<file path="src/rtl/vend_pkg.sv">
// Shared vending definitions: coin denominations, coin_type encoding and
// the acceptor state encoding.
package vend_pkg;

    // Credit value of each denomination
    localparam logic [7:0] COIN_1  = 8'd1;
    localparam logic [7:0] COIN_5  = 8'd5;
    localparam logic [7:0] COIN_10 = 8'd10;
    localparam logic [7:0] COIN_50 = 8'd50;

    // Two-bit denomination code carried on coin_type
    typedef enum logic [1:0] {
        COIN_TYPE_1  = 2'b00,
        COIN_TYPE_5  = 2'b01,
        COIN_TYPE_10 = 2'b10,
        COIN_TYPE_50 = 2'b11
    } coin_type_t;

    // Acceptor states; IDLE means no credit, ACCUM means credit held
    localparam logic [1:0] ST_IDLE   = 2'd0;
    localparam logic [1:0] ST_ACCUM  = 2'd1;
    localparam logic [1:0] ST_REFUND = 2'd2;

endpackage

</file>
<file path="src/rtl/coin_acceptor_if.sv">
// Bundle of coin, purchase-charge and change-dispense signals shared by the
// acceptor (slave) and the surrounding vending logic (master).
interface coin_acceptor_if;
    logic       coin_valid;
    logic [1:0] coin_type;
    logic       deduct_valid;
    logic [7:0] deduct_amount;
    logic       refund_req;
    logic       change_ack;
    logic [7:0] total_coin;
    logic       ready;
    logic       coin_reject;
    logic       deduct_ok;
    logic       deduct_err;
    logic       change_valid;
    logic [7:0] change_amount;

    modport master (
        output coin_valid, coin_type, deduct_valid, deduct_amount,
               refund_req, change_ack,
        input  total_coin, ready, coin_reject, deduct_ok, deduct_err,
               change_valid, change_amount
    );

    modport slave (
        input  coin_valid, coin_type, deduct_valid, deduct_amount,
               refund_req, change_ack,
        output total_coin, ready, coin_reject, deduct_ok, deduct_err,
               change_valid, change_amount
    );
endinterface

</file>
<file path="src/rtl/coin_decode.sv">
// Combinational map from coin_type code to credit value.
module coin_decode
    import vend_pkg::*;
(
    input  logic [1:0] coin_type,
    output logic [7:0] value
);

    // Denomination lookup
    always_comb begin
        value = COIN_1;
        case (coin_type_t'(coin_type))
            COIN_TYPE_1:  value = COIN_1;
            COIN_TYPE_5:  value = COIN_5;
            COIN_TYPE_10: value = COIN_10;
            COIN_TYPE_50: value = COIN_50;
            default:      value = COIN_1;
        endcase
    end

endmodule

</file>
<file path="src/rtl/coin_acceptor.sv">
// Coin acceptor: accumulates credit up to MAX_TOTAL, applies purchase charges,
// and runs a refund handshake with the change dispenser. All result pulses are
// registered and appear one cycle after the triggering input.
module coin_acceptor
    import vend_pkg::*;
#(
    parameter int MAX_TOTAL = 200
) (
    input  logic            clk,
    input  logic            reset,
    coin_acceptor_if.slave  bus
);

    logic [1:0] state;
    logic [1:0] state_next;
    logic [7:0] total;
    logic [7:0] total_next;
    logic [7:0] coin_value;
    logic       reject_next;
    logic       ok_next;
    logic       err_next;
    logic       coin_reject_q;
    logic       deduct_ok_q;
    logic       deduct_err_q;

    // Nine-bit sum so a large total plus a coin cannot wrap past the ceiling
    function automatic logic fits_credit(input logic [7:0] cur, input logic [7:0] add);
        logic [8:0] sum;
        sum = {1'b0, cur} + {1'b0, add};
        return (sum <= 9'(MAX_TOTAL));
    endfunction

    coin_decode u_decode (
        .coin_type (bus.coin_type),
        .value     (coin_value)
    );

    // Next-state, next-credit and result-pulse decision for this cycle
    always_comb begin
        state_next  = state;
        total_next  = total;
        reject_next = 1'b0;
        ok_next     = 1'b0;
        err_next    = 1'b0;
        if (state == ST_REFUND) begin
            // Credit is frozen while the dispenser is paying out
            reject_next = bus.coin_valid;
            err_next    = bus.deduct_valid;
            if (bus.change_ack) begin
                total_next = 8'd0;
                state_next = ST_IDLE;
            end
        end else if (bus.refund_req && (state == ST_ACCUM)) begin
            // Refund outranks everything; losers are reported back
            state_next  = ST_REFUND;
            reject_next = bus.coin_valid;
            err_next    = bus.deduct_valid;
        end else begin
            if (bus.deduct_valid) begin
                reject_next = bus.coin_valid;
                if (bus.deduct_amount <= total) begin
                    total_next = total - bus.deduct_amount;
                    ok_next    = 1'b1;
                end else begin
                    err_next   = 1'b1;
                end
            end else if (bus.coin_valid) begin
                if (fits_credit(total, coin_value)) begin
                    total_next = total + coin_value;
                end else begin
                    reject_next = 1'b1;
                end
            end
            state_next = (total_next == 8'd0) ? ST_IDLE : ST_ACCUM;
        end
    end

    // State, credit and result-pulse registers
    always_ff @(posedge clk) begin
        if (!reset) begin
            state         <= ST_IDLE;
            total         <= 8'd0;
            coin_reject_q <= 1'b0;
            deduct_ok_q   <= 1'b0;
            deduct_err_q  <= 1'b0;
        end else begin
            state         <= state_next;
            total         <= total_next;
            coin_reject_q <= reject_next;
            deduct_ok_q   <= ok_next;
            deduct_err_q  <= err_next;
        end
    end

    assign bus.total_coin    = total;
    assign bus.ready         = (state != ST_REFUND);
    assign bus.coin_reject   = coin_reject_q;
    assign bus.deduct_ok     = deduct_ok_q;
    assign bus.deduct_err    = deduct_err_q;
    assign bus.change_valid  = (state == ST_REFUND);
    assign bus.change_amount = (state == ST_REFUND) ? total : 8'd0;

endmodule

</file>
<file path="src/flat_wrapper.sv">
// flat-port wrapper written by rule: the top's interface ports become plain ports
module coin_acceptor_flat import vend_pkg::*;
#(
    parameter int MAX_TOTAL = 200
)
  (clk, reset, bus_coin_valid, bus_coin_type, bus_deduct_valid, bus_deduct_amount, bus_refund_req, bus_change_ack, bus_total_coin, bus_ready, bus_coin_reject, bus_deduct_ok, bus_deduct_err, bus_change_valid, bus_change_amount);
  coin_acceptor_if bus_i ();
  input  logic clk;
  input  logic reset;
  input wire logic [$bits(bus_i.coin_valid)-1:0] bus_coin_valid;
  input wire logic [$bits(bus_i.coin_type)-1:0] bus_coin_type;
  input wire logic [$bits(bus_i.deduct_valid)-1:0] bus_deduct_valid;
  input wire logic [$bits(bus_i.deduct_amount)-1:0] bus_deduct_amount;
  input wire logic [$bits(bus_i.refund_req)-1:0] bus_refund_req;
  input wire logic [$bits(bus_i.change_ack)-1:0] bus_change_ack;
  output wire logic [$bits(bus_i.total_coin)-1:0] bus_total_coin;
  output wire logic [$bits(bus_i.ready)-1:0] bus_ready;
  output wire logic [$bits(bus_i.coin_reject)-1:0] bus_coin_reject;
  output wire logic [$bits(bus_i.deduct_ok)-1:0] bus_deduct_ok;
  output wire logic [$bits(bus_i.deduct_err)-1:0] bus_deduct_err;
  output wire logic [$bits(bus_i.change_valid)-1:0] bus_change_valid;
  output wire logic [$bits(bus_i.change_amount)-1:0] bus_change_amount;
  assign bus_i.coin_valid = bus_coin_valid;
  assign bus_i.coin_type = bus_coin_type;
  assign bus_i.deduct_valid = bus_deduct_valid;
  assign bus_i.deduct_amount = bus_deduct_amount;
  assign bus_i.refund_req = bus_refund_req;
  assign bus_i.change_ack = bus_change_ack;
  assign bus_total_coin = bus_i.total_coin;
  assign bus_ready = bus_i.ready;
  assign bus_coin_reject = bus_i.coin_reject;
  assign bus_deduct_ok = bus_i.deduct_ok;
  assign bus_deduct_err = bus_i.deduct_err;
  assign bus_change_valid = bus_i.change_valid;
  assign bus_change_amount = bus_i.change_amount;
  coin_acceptor #(.MAX_TOTAL(MAX_TOTAL)) u_core (.clk(clk), .reset(reset), .bus(bus_i));
endmodule
</file>
<file path="config.mk">
export PLATFORM = sky130hd
export DESIGN_NAME = coin_acceptor_flat
export DESIGN_NICKNAME = d
export VERILOG_FILES = /design/src/rtl/vend_pkg.sv /design/src/rtl/coin_acceptor_if.sv /design/src/rtl/coin_decode.sv /design/src/rtl/coin_acceptor.sv /design/src/flat_wrapper.sv
export SDC_FILE = /design/constraint.sdc
export NUM_CORES = 1
export LEC_CHECK = 0
export CAP_MARGIN = 0
export CELL_PAD_IN_SITES_DETAIL_PLACEMENT = 1
export CELL_PAD_IN_SITES_GLOBAL_PLACEMENT = 2
export CORE_MARGIN = 3
export CORE_UTILIZATION = 28
export CTS_CLUSTER_DIAMETER = 120
export DETAILED_ROUTE_END_ITERATION = 12
export PLACE_DENSITY_LB_ADDON = 0.1
export SLEW_MARGIN = 20
export SYNTH_ARGS = -nofsm -noshare
export SYNTH_HDL_FRONTEND = slang
export SYNTH_SLANG_ARGS = --single-unit
</file>
<file path="constraint.sdc">
create_clock -name clk -period 3.7 [get_ports clk]
set_clock_uncertainty 0.2 [all_clocks]
set_input_delay 0.74 -clock clk [delete_from_list [all_inputs] [get_ports clk]]
set_output_delay 0.74 -clock clk [all_outputs]
set_load 0.05 [all_outputs]
</file>
==> reports/metrics.cfg <==
[drt]
wl_per_cell_um = 16.93
route.detailed.drc = 0
vias = 1708
antenna_left = 0
wirelength_mm = 5.570
drtPass1Iterations = 4
viasPerCell = 5.191
initialDrtViolationCount = 49

[finish]
nets = 295
antenna_cells = 0
area_growth_pct = 64.83
drive_above_1_share_pct = 31.30
stdcell_area_sq_um = 2434

[cts]
cts_inserted_buffers = 3
clk_pin_slew_worst_paths_ns = 0.06
tritoncts = yes
cts_max_path_buffers = 2
root_buffer = clkbuf_8
clkLatencyLatePin_ns = 0.26
cts.sinks = 13
hold_buffers = 0
cts_max_level = 1

[setup_path]
slowest_delay_ns = 0.45
cp_max_fo = 4
startpoint_type = primary input
crit_start = bus_deduct_amount[1]
timing.critical_path.buf_inv = 2
cp_data_arrival_time_ns = 3.56
reg2reg_depth = 12
critical_path.endpoint = u_core.state[0]$_SDFFE_PN0P_
crit_family = compound AO/OA/AOI/OAI gates
crit_required_ns = 3.63
crit_path_top_delay_cell = clkdlybuf4s50_1
critPathKind = primary input to register
r2r_end = u_core.state[0]$_SDFFE_PN0P_
worstPathCellList = clkdlybuf4s50_1 > inv_1 > fa_2 > a21o_1 > a221o_1 > o22a_1 > mux2_4 > a221oi_2 > o41ai_2 > and4bb_1 > a41oi_2
r2r_setup_slack_ns = 0.29
path_depth = 11
worstReg2RegStart = u_core.bus.total_coin[0]$_SDFFE_PN0P_
cp-end-kind = register

[placement]
portBuffers = 36
dpl.hpwl_mm = 4.288
globalplace.congestion = 0.9203
postPlaceCellArea_sq_um = 2158

[logic_synthesis]
synth.net_count = 215
netlist_instances = 183
synthTopCellsByArea = dfxtp_1 18%, ha_1 12%, and2_1 5.1%, nor2_1 4.3%, inv_1 3.6%
synth-main-ff-cell = dfxtp_1
synth-seq-cells = 13
syn_avg_cell_area_sq_um = 8.068
synth_edf_count = 0
ys_seq_area_share_pct = 17.63
ys_async_sr_fraction_pct = 0
synthesis.area_sq_um = 1476
synth_commonest_cells = 17 x nor2_1, 14 x ha_1, 14 x inv_1, 13 x dfxtp_1
synth_top_area_cell = dfxtp_1
yosysWarnings = 0
synth_top_area_share_pct = 17.63
yosysMostFrequentCell = nor2_1
ys_types = 59

[die]
die_h_um = 78.62
die_w_um = 78.62
core_sq_um = 4911
num_rows = 25
ios = 37
dieArea_sq_um = 6180
initial_core_util_pct = 30.06

[timing]
finalSetupViolCount = 0
hold_viol = 0
drv_slew = 0
slew_headroom_pct = 53.63
worst_pin_slew_ns = 0.6930
max_freq_mhz = 275.5
min_period_over_period_pct = 98.09
rsz0062_at_grt = true
min_period_ns = 3.629
fin_setup_tns_ns = 0

[power_and_ir_drop]
power.leakage_uw = 0.001048
p_per_area_nw_per_um2 = 442.0
ir_drop_uv = 246.4
total_power_uw = 1076

[global_route]
grt_pass1_wl_mm = 8.873
grt_pass1_vias = 1865
grt_start_max_net_pins = 14
grt.total_usage_pct = 18.27
antenna_found_initial = 0
overflow = 0

[worst_hold_path]
hold_path.class = register to register

[run]
cap_violations = 0

[status]
outcome = finished, final reports clean

worst min-delay path by stage:
| stage | cells after the start | slack, ns | endpoint | startpoint |
|---|---|---|---|---|
| after floorplan | 3 | 0.46 | u_core.bus.deduct_err$_SDFF_PN0_ | u_core.state[1]$_SDFFE_PN0P_ |
| final | 2 | 0.37 | u_core.bus.total_coin[0]$_SDFFE_PN0P_ | u_core.bus.total_coin[0]$_SDFFE_PN0P_ |
| after global routing | 2 | 0.43 | u_core.bus.total_coin[0]$_SDFFE_PN0P_ | u_core.bus.total_coin[0]$_SDFFE_PN0P_ |
| after detailed placement | 2 | 0.34 | u_core.bus.total_coin[0]$_SDFFE_PN0P_ | u_core.bus.total_coin[0]$_SDFFE_PN0P_ |
| after global placement | 2 | 0.32 | u_core.bus.total_coin[0]$_SDFFE_PN0P_ | u_core.bus.total_coin[0]$_SDFFE_PN0P_ |
| after CTS | 2 | 0.35 | u_core.bus.total_coin[0]$_SDFFE_PN0P_ | u_core.bus.total_coin[0]$_SDFFE_PN0P_ |
worst register-to-register path: stages (launching register included):
cell,delay (ns)
dfxtp_1,0.39
inv_1,0.13
ha_2,0.20
inv_2,0.04
fa_2,0.35
a21o_1,0.21
a221o_1,0.35
o22a_1,0.26
mux2_4,0.32
a221oi_2,0.27
o41ai_2,0.15
and4bb_1,0.31
a41oi_2,0.09
logic make-up after synthesis:
kind of cell | synth area share, %
and+or+nand+nor | 23.81
AOI/OAI and AO/OA | 32.12
buffers and inverters | 5.508
adders and majority gates | 14.58
DFF | 17.63
xor gates and xnor gates | 5.339
muxes | 1.017
timing repair:
| item | in CTS | in global routing |
|---|---|---|
| buffers inserted | 7 | 3 |
| endpoints found under the setup margin | 5 | 7 |
| hold endpoints to repair | 0 | 0 |
| resized for setup | 22 | 10 |
| pin swaps | 15 | 7 |
metrics by stage:
step / setup slack [ns] / hold WS, ns / cells / utilization (%)
after detailed placement: -0.4859 / 0.3381 / 315 / 43.95
after global placement: -0.3607 / 0.3195 / 315 / 43.95
final: 0.07058 / 0.3716 / 329 / 49.55
after global routing: -0.06046 / 0.4253 / 329 / 49.55
after floorplan: 0.3374 / 0.4637 / 183 / -
after CTS: 0.005621 / 0.3529 / 326 / 47.95
placed cells by master, fill, tap and decap left out, types with 6 or more instances in the layout:
cell type | netlist | routed
ha_1 | 14 | 10
and2_1 | 12 | 11
buf_4 | 0 | 45
dfxtp_1 | 13 | 13
nand2_1 | 12 | 12
a21oi_1 | 10 | 7
o21ai_0 | 6 | 6
clkdlybuf4s50_1 | 0 | 33
inv_1 | 14 | 12
nor2_1 | 17 | 15
power breakdown:
group          switching, uW  internal [uW]
logic                    368            367
clock network           58.6           76.6
registers               42.2            163
registers in the layout, indices dropped and copies added, names as in the netlist:
| register | cells |
|---|---|
| u_core.bus.coin_reject | 1 |
| u_core.bus.deduct_err | 1 |
| u_core.bus.deduct_ok | 1 |
| u_core.bus.total_coin | 8 |
| u_core.state | 2 |
area by class of cell:
type | count | area [sq um]
inverter | 15 | 56.30
tap | 67 | 83.83
clock buffer | 4 | 45.04
timing repair buffer | 81 | 698.2
multi-input combinational | 149 | 1290
sequential | 13 | 260.3
fill | 595 | 2477
metal layers:
layer,up-vias,track usage [%],part of all wire (%)
met5,-,0,0
met4,0,6.993,1.7
met3,7,1.376,2.1
met2,31,33.96,53
met1,839,21.52,44
li1,831,-,-
Note: power is estimated with default switching activity, not from simulation.
